### src/rtl/chip8_pkg.sv
// Shared CHIP-8 definitions: opcode codes, sequencer states, reset PC, error codes.
package chip8_pkg;

    // Opcode codes produced by the decoder and consumed by sequencer and execute unit.
    localparam logic [4:0] OP_SYS        = 5'd0;
    localparam logic [4:0] OP_DISP_CLR   = 5'd1;
    localparam logic [4:0] OP_RET        = 5'd2;
    localparam logic [4:0] OP_JMP        = 5'd3;
    localparam logic [4:0] OP_CALL       = 5'd4;
    localparam logic [4:0] OP_SE_VX_NN   = 5'd5;
    localparam logic [4:0] OP_SNE_VX_NN  = 5'd6;
    localparam logic [4:0] OP_SE_VX_VY   = 5'd7;
    localparam logic [4:0] OP_LD_VX_NN   = 5'd8;
    localparam logic [4:0] OP_ADD_VX_NN  = 5'd9;
    localparam logic [4:0] OP_LD_VX_VY   = 5'd10;
    localparam logic [4:0] OP_OR_VX_VY   = 5'd11;
    localparam logic [4:0] OP_AND_VX_VY  = 5'd12;
    localparam logic [4:0] OP_XOR_VX_VY  = 5'd13;
    localparam logic [4:0] OP_ADD_VX_VY  = 5'd14;
    localparam logic [4:0] OP_SUB_VX_VY  = 5'd15;
    localparam logic [4:0] OP_SHR_VX     = 5'd16;
    localparam logic [4:0] OP_SUBN_VX_VY = 5'd17;
    localparam logic [4:0] OP_SHL_VX     = 5'd18;
    localparam logic [4:0] OP_SNE_VX_VY  = 5'd19;
    localparam logic [4:0] OP_LD_I_ADDR  = 5'd20;
    localparam logic [4:0] OP_JMP_V0_ADDR = 5'd21;
    localparam logic [4:0] OP_RND_VX_NN  = 5'd22;
    localparam logic [4:0] OP_DRW        = 5'd23;

    // Sequencer FSM states.
    typedef enum logic [2:0] {
        ST_IDLE,
        ST_FETCH_HI,
        ST_FETCH_LO,
        ST_LATCH,
        ST_DECODE,
        ST_DISPATCH,
        ST_EXEC,
        ST_HALT
    } state_t;

    // Program counter after reset (CHIP-8 programs load at 0x200).
    localparam logic [11:0] PC_RESET = 12'h200;

    // Sticky fault codes reported on err_code.
    localparam logic [1:0] ERR_NONE      = 2'b00;
    localparam logic [1:0] ERR_OVERFLOW  = 2'b01;
    localparam logic [1:0] ERR_UNDERFLOW = 2'b10;

endpackage

### src/rtl/call_stack.sv
// Return-address stack for CALL/RET. Push and pop are never requested together.
module call_stack #(
    parameter int DEPTH = 16,
    parameter int SPW   = $clog2(DEPTH) + 1
) (
    input  logic        clk,
    input  logic        rst,
    input  logic        i_push,
    input  logic        i_pop,
    input  logic [11:0] i_push_data,
    output logic [11:0] o_top,
    output logic        o_full,
    output logic        o_empty
);

    localparam int AW = (DEPTH > 1) ? $clog2(DEPTH) : 1;

    logic [11:0]    r_mem [DEPTH];
    logic [SPW-1:0] r_sp;

    // Stack pointer: counts valid entries, so full means sp == DEPTH.
    always_ff @(posedge clk) begin
        // NOTE: sequential state uses non-blocking assignments so every register
        // samples pre-edge values regardless of statement order.
        if (rst) begin
            r_sp <= '0;
        end else if (i_push) begin
            r_sp <= r_sp + SPW'(1);
        end else if (i_pop) begin
            r_sp <= r_sp - SPW'(1);
        end
    end

    // Entry storage written on push.
    always_ff @(posedge clk) begin
        // NOTE: the array has no reset; entries above sp are never read, and leaving
        // it unreset lets it map onto plain storage instead of 16 resettable flops.
        if (i_push) begin
            r_mem[AW'(r_sp)] <= i_push_data;
        end
    end

    assign o_top   = r_mem[AW'(r_sp - SPW'(1))];
    assign o_full  = (r_sp == SPW'(DEPTH));
    assign o_empty = (r_sp == '0);

endmodule

### src/rtl/fetch_sequencer.sv
// CHIP-8 instruction sequencer: fetches two-byte opcodes, resolves jumps, calls,
// returns and PC locally, and hands all other opcodes to the execute unit.
module fetch_sequencer #(
    parameter logic [11:0] PC_RESET    = chip8_pkg::PC_RESET,
    parameter int          STACK_DEPTH = 16
) (
    input  logic        clk,
    input  logic        rst,
    input  logic        run,
    output logic [11:0] mem_addr,
    output logic        mem_rd,
    input  logic [7:0]  mem_data,
    output logic [15:0] instruction,
    input  logic [4:0]  decode,
    input  logic [11:0] addr_in,
    input  logic [7:0]  v0,
    output logic        exec_valid,
    output logic [4:0]  exec_code,
    input  logic        exec_done,
    input  logic        exec_skip,
    output logic [11:0] pc,
    output logic        halted,
    output logic [1:0]  err_code
);

    import chip8_pkg::*;

    localparam int SPW = $clog2(STACK_DEPTH) + 1;

    state_t      r_state;
    logic [11:0] r_pc;
    logic [15:0] r_instruction;
    logic        r_exec_valid;
    logic [4:0]  r_exec_code;
    logic        r_halted;
    logic [1:0]  r_err_code;

    logic        w_dispatch;
    logic        w_push;
    logic        w_pop;
    logic        w_full;
    logic        w_empty;
    logic [11:0] w_top;
    logic [11:0] w_pc_next_seq;
    logic [11:0] w_pc_after_exec;
    state_t      w_boundary_state;

    assign w_dispatch       = (r_state == ST_DISPATCH);
    assign w_push           = w_dispatch && (decode == OP_CALL) && !w_full;
    assign w_pop            = w_dispatch && (decode == OP_RET) && !w_empty;
    assign w_pc_next_seq    = r_pc + 12'd2;
    assign w_pc_after_exec  = r_pc + (exec_skip ? 12'd4 : 12'd2);
    // run is only looked at here, at instruction boundaries.
    assign w_boundary_state = run ? ST_FETCH_HI : ST_IDLE;

    call_stack #(
        .DEPTH (STACK_DEPTH),
        .SPW   (SPW)
    ) u_stack (
        .clk         (clk),
        .rst         (rst),
        .i_push      (w_push),
        .i_pop       (w_pop),
        .i_push_data (w_pc_next_seq),
        .o_top       (w_top),
        .o_full      (w_full),
        .o_empty     (w_empty)
    );

    // Sequencer FSM: fetch, latch, decode wait, local control flow or dispatch.
    always_ff @(posedge clk) begin
        if (rst) begin
            r_state       <= ST_IDLE;
            r_pc          <= PC_RESET;
            r_instruction <= '0;
            r_exec_valid  <= 1'b0;
            r_exec_code   <= '0;
            r_halted      <= 1'b0;
            r_err_code    <= ERR_NONE;
        end else begin
            case (r_state)
                ST_IDLE: begin
                    if (run) r_state <= ST_FETCH_HI;
                end
                ST_FETCH_HI: r_state <= ST_FETCH_LO;
                ST_FETCH_LO: begin
                    r_instruction[15:8] <= mem_data;
                    r_state             <= ST_LATCH;
                end
                ST_LATCH: begin
                    r_instruction[7:0] <= mem_data;
                    r_state            <= ST_DECODE;
                end
                ST_DECODE: r_state <= ST_DISPATCH;
                ST_DISPATCH: begin
                    r_state <= w_boundary_state;
                    case (decode)
                        OP_JMP:         r_pc <= addr_in;
                        OP_JMP_V0_ADDR: r_pc <= addr_in + {4'h0, v0};
                        OP_CALL: begin
                            if (w_full) begin
                                r_halted   <= 1'b1;
                                r_err_code <= ERR_OVERFLOW;
                                r_state    <= ST_HALT;
                            end else begin
                                r_pc <= addr_in;
                            end
                        end
                        OP_RET: begin
                            if (w_empty) begin
                                r_halted   <= 1'b1;
                                r_err_code <= ERR_UNDERFLOW;
                                r_state    <= ST_HALT;
                            end else begin
                                r_pc <= w_top;
                            end
                        end
                        OP_SYS: r_pc <= w_pc_next_seq;
                        default: begin
                            r_exec_valid <= 1'b1;
                            r_exec_code  <= decode;
                            r_state      <= ST_EXEC;
                        end
                    endcase
                end
                ST_EXEC: begin
                    if (exec_done) begin
                        r_exec_valid <= 1'b0;
                        r_pc         <= w_pc_after_exec;
                        r_state      <= w_boundary_state;
                    end
                end
                ST_HALT: r_state <= ST_HALT;
                default: r_state <= ST_IDLE;
            endcase
        end
    end

    assign mem_addr    = (r_state == ST_FETCH_LO) ? (r_pc + 12'd1) : r_pc;
    assign mem_rd      = (r_state == ST_FETCH_HI) || (r_state == ST_FETCH_LO);
    assign instruction = r_instruction;
    assign exec_valid  = r_exec_valid;
    assign exec_code   = r_exec_code;
    assign pc          = r_pc;
    assign halted      = r_halted;
    assign err_code    = r_err_code;

endmodule

### config.mk
export PLATFORM = sky130hd
export DESIGN_NAME = fetch_sequencer
export DESIGN_NICKNAME = d
export VERILOG_FILES = /design/src/rtl/chip8_pkg.sv /design/src/rtl/call_stack.sv /design/src/rtl/fetch_sequencer.sv
export SDC_FILE = /design/constraint.sdc
export NUM_CORES = 1
export LEC_CHECK = 0
export ABC_AREA = 1
export CAP_MARGIN = 5
export CORE_UTILIZATION = 58
export CTS_CLUSTER_DIAMETER = 120
export CTS_CLUSTER_SIZE = 25
export DETAILED_ROUTE_END_ITERATION = 10
export GPL_TIMING_DRIVEN = 0
export PLACE_DENSITY = 0.83
export SKIP_LAST_GASP = 1
export SYNTH_ARGS = -nofsm -noshare
export SYNTH_HDL_FRONTEND = slang
export SYNTH_SLANG_ARGS = --single-unit
### constraint.sdc
create_clock -name clk -period 2.72 [get_ports clk]
set_input_delay 0.272 -clock clk [delete_from_list [all_inputs] [get_ports clk]]
set_output_delay 0.272 -clock clk [all_outputs]
set_load 0.005 [all_outputs]
==> load_flow_metrics.sql <==
INSERT INTO impl_metrics (metric_group, metric, value, unit) VALUES
('sta', 'final_worst_path_cycle_share', '98.7', '%'),
('sta', 'period_minus_slack', '2.68', 'ns'),
('global_route', 'vias_in_the_first_global_route', '8888', ''),
('cells_and_area', 'layout-drive-gt1-share', '8.40', '%'),
('place', 'detailed_place_hpwl', '21200', 'microns'),
('power_and_ir_drop', 'p_leak', '5.03', 'nW'),
('global_route', 'antenna_found_initial', '0', ''),
('cells_and_area', 'instances_no_fill', '1567', ''),
('power_and_ir_drop', 'power', '6.70', 'mW'),
('place', 'port_buffers', '87', ''),
('status', 'status', 'completed', ''),
('power_and_ir_drop', 'power_frac_clock', '30.0', '%'),
('route', 'drt.antenna.violating_nets', '0', ''),
('place', 'place_congestion', '0.917', ''),
('synth', 'synth.distinct_cells', '38', ''),
('sta', 'timing.fmax', '373', 'MHz'),
('power_and_ir_drop', 'power.density_cell_area', '511', 'mW/mm^2'),
('synth', 'ys_seq_elements', '237', ''),
('clocking', 'worst_setup_hold_path_clk_slew', '0.12', 'ns'),
('worst_setup_path', 'timing.critical_path.fanout_max', '21', ''),
('clocking', 'clkSinkCount', '237', ''),
('sta', 'slew_limit_fails', '0', ''),
('route', 'drcViolationCount', '0', ''),
('route', 'vias_per_cell', '6.12', ''),
('clocking', 'clockRootBuffer', 'clkbuf_16', ''),
('route', 'initialDrtViolationCount', '1329', ''),
('flow_run', 'cap_violations', '0', ''),
('clocking', 'clk-insertion-delay-late', '0.49', 'ns'),
('global_route', 'grt_pass1_wl', '47900', 'microns'),
('worst_setup_path', 'worstPathRequired', '3.15', 'ns'),
('power_and_ir_drop', 'total_switching_power', '1.54', 'mW'),
('place', 'number_of_cells_after_detailed_placement', '1542', ''),
('power_and_ir_drop', 'cell_internal_power', '5.17', 'mW'),
('cells_and_area', 'layout-area-overhead-vs-synth', '17.3', '%'),
('cells_and_area', 'finish.net_count', '1388', ''),
('cells_and_area', 'finalCoreUtilization', '69.8', '%'),
('global_route', 'overflow', '0', ''),
('floorplanning', 'dieArea', '0.0198', 'sq mm'),
('global_route', 'grt_start_max_net_pins', '27', ''),
('worst_setup_path', 'cp-end-kind', 'flip-flop', ''),
('global_route', 'track_usage', '32.2', '%'),
('hold_path', 'hold_class', 'input port to flip-flop', ''),
('floorplanning', 'floorplan.core_area', '0.0188', 'sq mm'),
('synth', 'synthesis.area_per_instance', '9.19', 'sq um'),
('clocking', 'cts_hold_buffers', '0', ''),
('power_and_ir_drop', 'switching_share', '22.9', '%'),
('sta', 'hold_viol', '0', ''),
('floorplanning', 'io_pins', '88', ''),
('synth', 'synth.top_cells.by_area', 'edfxtp_1, nand2_1, nand3_1, dfxtp_1, nor2_1', ''),
('route', 'detailedRoute.firstPassIterationCount', '9', ''),
('worst_setup_path', 'crit_type', 'flip-flop to flip-flop', ''),
('sta', 'setup_repair_after_global_routing_missed_its_margin', 'yes', ''),
('synth', 'syn_area', '0.0112', 'sq mm'),
('synth', 'mappedNetlistNets', '1273', ''),
('route', 'dr_total_vias', '9589', ''),
('power_and_ir_drop', 'power.combinational.fraction', '10.0', '%'),
('power_and_ir_drop', 'p_seq_share', '60.0', '%'),
('clocking', 'cts-htree-levels', '1', ''),
('synth', 'synth_instances', '1216', ''),
('synth', 'synth_top_area_share', '51.6', '%'),
('clocking', 'ctsLongestPathBuffers', '3', ''),
('synth', 'ys.warnings.count', '0', ''),
('sta', 'timing.clock.skew', '0.0342', 'ns'),
('floorplanning', 'die_w', '141', 'microns'),
('route', 'avgRoutedWirePerCell', '20.7', 'microns'),
('power_and_ir_drop', 'vdd_ir_drop_max', '622', 'uV'),
('floorplanning', 'die_height', '141', 'microns'),
('cells_and_area', 'num_antenna_cells', '0', ''),
('clocking', 'cts_tree', 'done', ''),
('floorplanning', 'std_cell_rows', '50', ''),
('place', 'placement.setup.worst_slack', '-0.863', 'ns'),
('sta', 'tightestPinTransition', '1.32', 'ns'),
('worst_setup_path', 'worstSetupStartpointType', 'flip-flop', ''),
('sta', 'timing.max_slew.rel_slack', '11.8', '%'),
('sta', 'worst_slack', '0.0357', 'ns'),
('clocking', 'cts_buffers', '13', ''),
('floorplanning', 'initial_utilization', '59.6', '%'),
('route', 'totalWireLength', '32500', 'microns'),
('sta', 'setup_viol_count_final', '0', ''),
('worst_setup_path', 'worstPathArrival', '3.12', 'ns'),
('synth', 'synth_top_cell_by_area', 'edfxtp_1', ''),
('synth', 'seq_area_frac_synth', '59.6', '%');
kinds of logic after synthesis:
kind of cell    Yosys count  synth area share (%)
compound gates          116                  5.42
simple gates            696                  26.7
buf+inv                 131                  4.61
flops                   237                  59.6
xor+xnor                 17                  1.33
fa+ha+maj                19                  2.26
routing by layer:
layer | GRT usage (%) | vias to the layer above | part of all wire, %
met4 | 14.6 | 0 | 4.8
met3 | 6.76 | 132 | 14
met5 | 0 | - | 0
li1 | - | 4360 | -
met1 | 43.2 | 4367 | 35
met2 | 50.8 | 730 | 46
power by group through the flow:
stage               logic, mW  clock network [mW]  registers (mW)
floorplan               0.311                   0            4.09
finish                  0.668                2.01            4.02
CTS                     0.657                1.99            4.01
detailed placement      0.621                   0            4.09
global route            0.729                2.12            4.03
global placement        0.610                   0            4.09
critical path, cell delays in order (launching register included):
cell	delay [ns]
dfxtp_2	0.40
inv_2	0.11
buf_6	0.20
ha_1	0.28
inv_1	0.13
nand2_1	0.07
nand2_1	0.27
clkbuf_4	0.34
nand3_1	0.11
nand3_1	0.09
nand3_1	0.20
nand3_1	0.15
nand3_1	0.12
a21oi_1	0.16
synthesized netlist by cell type (all sizes together):
cell type / number
ha: 17
clkinv: 5
nor4: 2
dfxtp: 45
nand3: 207
o211ai: 1
edfxtp: 192
fa: 2
xnor2: 2
clkbuf: 41
inv: 71
and2: 2
or2: 8
o221ai: 1
a22oi: 3
a21oi: 48
o31ai: 1
nand2: 324
a21o: 1
nand4: 11
o21ai: 56
xor2: 15
nor2: 131
nor3: 8
buf: 14
a31oi: 5
nand3b: 3
repair_timing:
item / 4_1_cts / 5_1_grt
endpoints found under the setup margin: 217 / 167
pin swaps: 1 / 7
gates resized for setup: 56 / 22
cloned: 0 / 0
buffers inserted: 7 / 6
layout by cell type, fill, tap and decap left out, types with 8 or more instances in the layout:
| master | netlist | layout |
|---|---|---|
| a21oi_1 | 48 | 47 |
| nand4_1 | 10 | 10 |
| dfxtp_1 | 45 | 40 |
| clkbuf_1 | 40 | 25 |
| ha_1 | 17 | 16 |
| clkdlybuf4s50_1 | 0 | 80 |
| buf_4 | 1 | 18 |
| or2_2 | 8 | 8 |
| o21ai_0 | 54 | 54 |
| inv_1 | 66 | 66 |
| xor2_1 | 15 | 14 |
| nor2_1 | 131 | 110 |
| clkbuf_16 | 0 | 13 |
| edfxtp_1 | 192 | 192 |
| nand3_1 | 205 | 204 |
| nand2_1 | 322 | 320 |
| nor2_4 | 0 | 16 |
final timing paths:
kind | start | end | slack, ns | cells after the start
max reg2reg | u_stack.r_sp[0] | pc[2] | 0.04 | 13
min reg2reg | halted | halted | 0.47 | 2
max | u_stack.r_sp[0] | pc[2] | 0.04 | 13
min | mem_data[4] | instruction[12] | 0.40 | 3
stage by stage:
stage / hold WS, ns / instance area, sq um / setup TNS, ns
5_1_grt: 0.405 / 13100 / -0.0308
3_5_place_dp: 0.443 / 12400 / -95.46
2_1_floorplan: 0.407 / 11200 / 0
3_3_place_gp: 0.444 / 12300 / -149.56
6_report: 0.397 / 13100 / 0
4_1_cts: 0.395 / 13000 / -0.147
area by class of cell:
cell class / instances / area (sq um)
inverter: 76 / 290
multi-input combinational: 848 / 4170
tap: 234 / 293
buffer: 48 / 244
clock buffer: 16 / 337
sequential: 237 / 6680
fill: 1337 / 5660
timing repair buffer: 107 / 1080
clock inverter: 1 / 16.3
state kept, by name, summed over array words and instances (netlist names):
| name | cells |
|---|---|
| r_state | 3 |
| u_stack.r_sp | 5 |
| err_code | 2 |
| halted | 1 |
| pc | 12 |
| exec_valid | 1 |
| u_stack.r_mem | 192 |
| exec_code | 5 |
| instruction | 16 |
Power figures use the tool's default switching activity.
